[config.mk]
export PLATFORM = sky130hd
export DESIGN_NAME = sr_latch_input_conditioner
export DESIGN_NICKNAME = d
export VERILOG_FILES = /design/src/rtl/sr_latch_input_conditioner.sv
export SDC_FILE = /design/constraint.sdc
export NUM_CORES = 1
export LEC_CHECK = 0
export CORE_MARGIN = 2
export CORE_UTILIZATION = 48
export CTS_CLUSTER_SIZE = 16
export DETAILED_ROUTE_END_ITERATION = 12
export HOLD_SLACK_MARGIN = 0.02
export PLACE_DENSITY_LB_ADDON = 0.05
export SLEW_MARGIN = 15
export SYNTH_ARGS = -nofsm -noshare
export SYNTH_HDL_FRONTEND = slang
export SYNTH_SLANG_ARGS = --single-unit
[constraint.sdc]
create_clock -name i_clk -period 1.7 [get_ports i_clk]
set_clock_uncertainty 0.2 [all_clocks]
set_input_delay 0.17 -clock i_clk [delete_from_list [all_inputs] [get_ports i_clk]]
set_output_delay 0.17 -clock i_clk [all_outputs]
set_load 0.03 [all_outputs]
[src/rtl/sr_latch_input_conditioner.sv]
// Synchronises and debounces two raw push-buttons and shapes each accepted press
// into a fixed-width, mutually exclusive active-low strobe for a NAND SR latch.
module sr_latch_input_conditioner #(
    parameter int DEBOUNCE_CYCLES = 4,
    parameter int PULSE_WIDTH     = 3,
    parameter int GAP_CYCLES      = 2
) (
    input  logic i_clk,
    input  logic i_rst,
    input  logic i_btn_set,
    input  logic i_btn_reset,
    output logic o_S_n,
    output logic o_R_n,
    output logic o_set_db,
    output logic o_reset_db,
    output logic o_busy,
    output logic o_conflict
);

    localparam int DBW  = $clog2(DEBOUNCE_CYCLES + 1);
    localparam int PMAX = (PULSE_WIDTH > GAP_CYCLES) ? PULSE_WIDTH : GAP_CYCLES;
    localparam int PCW  = (PMAX > 1) ? $clog2(PMAX) : 1;

    typedef enum logic [1:0] {
        IDLE,
        PULSE_S,
        PULSE_R,
        GAP
    } state_t;

    // Bit 0 carries the set channel, bit 1 the reset channel.
    logic [1:0]     r_sync1;
    logic [1:0]     r_sync2;
    logic [1:0]     r_db;
    logic [1:0]     r_dbPrev;
    logic [DBW-1:0] r_dbCnt [2];

    state_t         r_state;
    state_t         w_nextState;
    logic [PCW-1:0] r_pcnt;
    logic [PCW-1:0] w_nextPcnt;
    logic           r_sN;
    logic           r_rN;
    logic           w_riseSet;
    logic           w_riseReset;
    logic           w_conflict;

    // A level change is accepted only once the counter has already reached the
    // threshold and the synchronised input still disagrees with the debounced level.
    always_ff @(posedge i_clk) begin
        if (i_rst) begin
            r_sync1  <= '0;
            r_sync2  <= '0;
            r_db     <= '0;
            r_dbPrev <= '0;
            for (int i = 0; i < 2; i++) begin
                r_dbCnt[i] <= '0;
            end
        end else begin
            r_sync1  <= {i_btn_reset, i_btn_set};
            r_sync2  <= r_sync1;
            r_dbPrev <= r_db;
            for (int i = 0; i < 2; i++) begin
                if (r_sync2[i] == r_db[i]) begin
                    r_dbCnt[i] <= '0;
                end else if (r_dbCnt[i] == DBW'(DEBOUNCE_CYCLES)) begin
                    r_db[i]    <= r_sync2[i];
                    r_dbCnt[i] <= '0;
                end else begin
                    r_dbCnt[i] <= r_dbCnt[i] + DBW'(1);
                end
            end
        end
    end

    assign w_riseSet   = r_db[0] & ~r_dbPrev[0];
    assign w_riseReset = r_db[1] & ~r_dbPrev[1];

    // Rises arriving outside IDLE are simply ignored; reset wins a simultaneous press.
    always_comb begin
        w_nextState = r_state;
        w_nextPcnt  = r_pcnt;
        w_conflict  = 1'b0;
        case (r_state)
            IDLE: begin
                if (w_riseReset) begin
                    w_nextState = PULSE_R;
                    w_nextPcnt  = PCW'(PULSE_WIDTH - 1);
                    w_conflict  = w_riseSet;
                end else if (w_riseSet) begin
                    w_nextState = PULSE_S;
                    w_nextPcnt  = PCW'(PULSE_WIDTH - 1);
                end
            end
            PULSE_S, PULSE_R: begin
                if (r_pcnt == '0) begin
                    w_nextState = GAP;
                    w_nextPcnt  = PCW'(GAP_CYCLES - 1);
                end else begin
                    w_nextPcnt = r_pcnt - PCW'(1);
                end
            end
            GAP: begin
                if (r_pcnt == '0) begin
                    w_nextState = IDLE;
                end else begin
                    w_nextPcnt = r_pcnt - PCW'(1);
                end
            end
            default: begin
                w_nextState = IDLE;
            end
        endcase
    end

    // Outputs are registered from the next state so the latch inputs never glitch.
    always_ff @(posedge i_clk) begin
        if (i_rst) begin
            r_state <= IDLE;
            r_pcnt  <= '0;
            r_sN    <= 1'b1;
            r_rN    <= 1'b1;
        end else begin
            r_state <= w_nextState;
            r_pcnt  <= w_nextPcnt;
            r_sN    <= (w_nextState != PULSE_S);
            r_rN    <= (w_nextState != PULSE_R);
        end
    end

    assign o_S_n      = r_sN;
    assign o_R_n      = r_rN;
    assign o_set_db   = r_db[0];
    assign o_reset_db = r_db[1];
    assign o_busy     = (r_state != IDLE);
    assign o_conflict = w_conflict;

endmodule

==> run_results.csv <==
group,metric,value,unit
logic_synthesis,synthAdderAreaFrac,0.109,
logic_synthesis,syn_inst,96,
finish,area.growth.synth_to_final,23.6,%
finish,diodes,0,
logic_synthesis,synth_compound_area_frac,0.0896,
global_routing,use_met2,0.229,
logic_synthesis,syn-cell-area,922,um^2
logic_synthesis,synth_seq_area_share,0.499,
logic_synthesis,synth_edf_count,6,
clocking,cts_setup_buffers,0,
placed_design,hpwl,1110,um
logic_synthesis,yosys.area.top_type_share,0.304,
logic_synthesis,yosysTopAreaCell,"dfxtp_1",
logic_synthesis,async_reset_ff_frac,0,
logic_synthesis,ys_top_cells_by_count,"dfxtp_1 (14), inv_1 (11), ha_1 (8)",
logic_synthesis,ys_ff_latch,20,
clocking,cts_tree,"yes",
logic_synthesis,yosysWarnings,0,
logic_synthesis,yosysUniqueCellTypes,28,
global_routing,grt_antenna_before_repair,0,
sta,period_share,0.974,
run_status,status,"finished clean",
global_routing,met1_usage,0.201,
global_routing,grt_usage,0.151,
sta,fmax,604,MHz
floorplan,rows,15,
route,vias,679,
global_routing,grt.busiest_layer,"met2",
route,vias_per_cell,4.85,
route,ant_nets,0,
global_routing,grt_pass1_vias,603,
run,cap_violations,0,
worst_setup_path,crit_chain,"clkdlybuf4s50_1",
route,routed_wl,1460,um
placed_design,io_buffers,9,
worst_setup_path,cp_slowest_cell,"clkdlybuf4s50_1",
clocking,clk_pin_slew,110,ps
power_and_ir_drop,powerDensity,761,mW/mm^2
route,drc,0,
route,drt_first_pass_iters,4,
route,first_iter_violations,10,
clocking,cts_root_buf,"clkbuf_4",
floorplan,die_area,0.00229,mm^2
finish,finalCoreUtilization,0.646,
floorplan,core,0.00176,mm^2
clocking,cts_hold_buffers,0,
logic_synthesis,synth-simple-area-share,0.216,
min_path,min_path_type,"input port to register",
logic_synthesis,yosysMostFrequentCell,"dfxtp_1",
logic_synthesis,synth-xor-area-share,0.0190,
floorplan,die_x,47.8,um
floorplan,ioPinCount,10,
global_routing,grt_max_degree,12,
sta,grt_setup_unrepaired,"no",
sta,finalMaxSlewViolations,0,
clocking,cts_buffer_depth,2,
sta,setup_tns,0,ps
floorplan,initial_utilization,0.523,
worst_setup_path,critPathLaunchType,"register",
floorplan,die_h,47.8,um
finish,drive_above_1_share,0.174,
logic_synthesis,synth_mux_area_frac,0.0109,
worst_setup_path,max_stage_delay,660,ps
power_and_ir_drop,ir_worst_vdd,0.490,mV
logic_synthesis,synth_top_family_by_area,"simple AND/OR/NAND/NOR gates",
worst_setup_path,cp.arrival,1290,ps
logic_synthesis,syn_avg_cell_area,9.61,um^2
placed_design,routabilityCongestion,0.814,
placed_design,place_ws,6.95,ps
sta,hold_viol,0,
worst_setup_path,path_class,"register to primary output",
sta,timing.final.ws_setup,44.5,ps
clocking,worstSkewPairLatency,290,ps
sta,finalSetupViolCount,0,
worst_setup_path,cp_max_fo,1,
power_and_ir_drop,p_leak,0.000486,uW
finish,nets,128,
global_routing,grt_use_met3,0.0264,
logic_synthesis,synthFlopType,"dfxtp_1",
clocking,htree_levels,1,
worst_setup_path,worstPathRequired,1330,ps
route,wire_per_inst,10.4,um
clocking,cts.sinks,20,
worst_setup_path,crit_family,"buffers and inverters",
clocking,cts_buffers,3,
global_routing,gr-total-overflow,0,
sta,period_minus_slack,1660,ps
global_routing,grt_pass1_wl,2390,um
worst_setup_path,end_kind,"primary output",
worst_setup_path,path_buf_inv,1,
logic_synthesis,synthTopCellsByArea,"dfxtp_1 (30%), edfxtp_1 (20%), ha_1 (11%), inv_1 (4.5%), nor2b_1 (4.1%)",
-- metal layers --
layer,vias to the layer above,part of all wire
met1,306,0.50
li1,356,-
met3,4,0.030
met5,-,0
met4,0,0.0096
met2,13,0.46
-- metrics by stage --
step                      cell area, um^2  hold slack, ps  total power (uW)  instances
final                                1140             218               867        140
after global routing                 1140             228               906        140
after CTS                            1120             208               874        140
after detailed placement             1080             226               601        136
after global placement               1080             219               598        136
after floorplan                       948            98.2               575        101
-- kinds of logic after synthesis --
group,after synthesis
compound gates,13
xor+xnor,2
fa+ha+maj,8
buf+inv,13
flops,20
mux,1
other cells,1
simple gates,38
-- state kept, by name, summed over array words and instances, names as in the netlist --
register and count:
o_R_n 1, r_sync2 2, r_dbPrev 2, r_state 2, r_sync1 2, r_dbCnt 6
o_S_n 1, r_pcnt 2, r_db 2
-- power breakdown --
part / total (uW) / switching (uW) / internal, uW
Clock: 274 / 144 / 130
Combinational: 77.9 / 41.7 / 36.2
Sequential: 515 / 8.88 / 506
Total: 867 / 194 / 673
-- repair_timing --
action	in CTS	in global routing
pin swaps	0	1
endpoints found under the setup margin	4	3
gates resized for setup	4	7
-- worst register-to-register path: stages (launching register included) --
cell,delay [ps]
dfxtp_2,350
inv_1,60
ha_2,210
inv_1,90
a21oi_2,60
o22a_1,210
or3_1,340
-- final timing paths --
check / from / end / slack, ps / cells past startpoint
worst max-delay path: o_R_n / o_R_n / 40 / 1
worst min-delay path: i_btn_set / r_sync1[0] / 220 / 2
worst max register to register: r_pcnt[0] / o_R_n / 70 / 6
worst min register to register: r_sync1[0] / r_sync2[0] / 250 / 1
-- cell type report --
cell class,count,area (um^2)
Clock buffer,4,36.3
Fill cell,175,624
Inverter,11,43.8
Multi-Input combinational cell,68,455
Sequential cell,20,465
Tap cell,25,31.3
Timing Repair Buffer,12,108
-- cells in the final DEF, fill, tap and decap left out, types with 2 or more instances in the layout --
cell / count
inv_1: 10
dfxtp_1: 10
nand2_1: 7
nor2_1: 7
nor2b_1: 6
ha_1: 6
edfxtp_1: 6
conb_1: 6
a21oi_1: 5
buf_4: 5
nor3_1: 4
and3_1: 4
clkdlybuf4s50_1: 4
dfxtp_2: 4
nand3_1: 3
clkbuf_4: 3
xnor2_1: 2
dlygate4sd2_1: 2
Note: power is estimated with default switching activity, not from simulation.
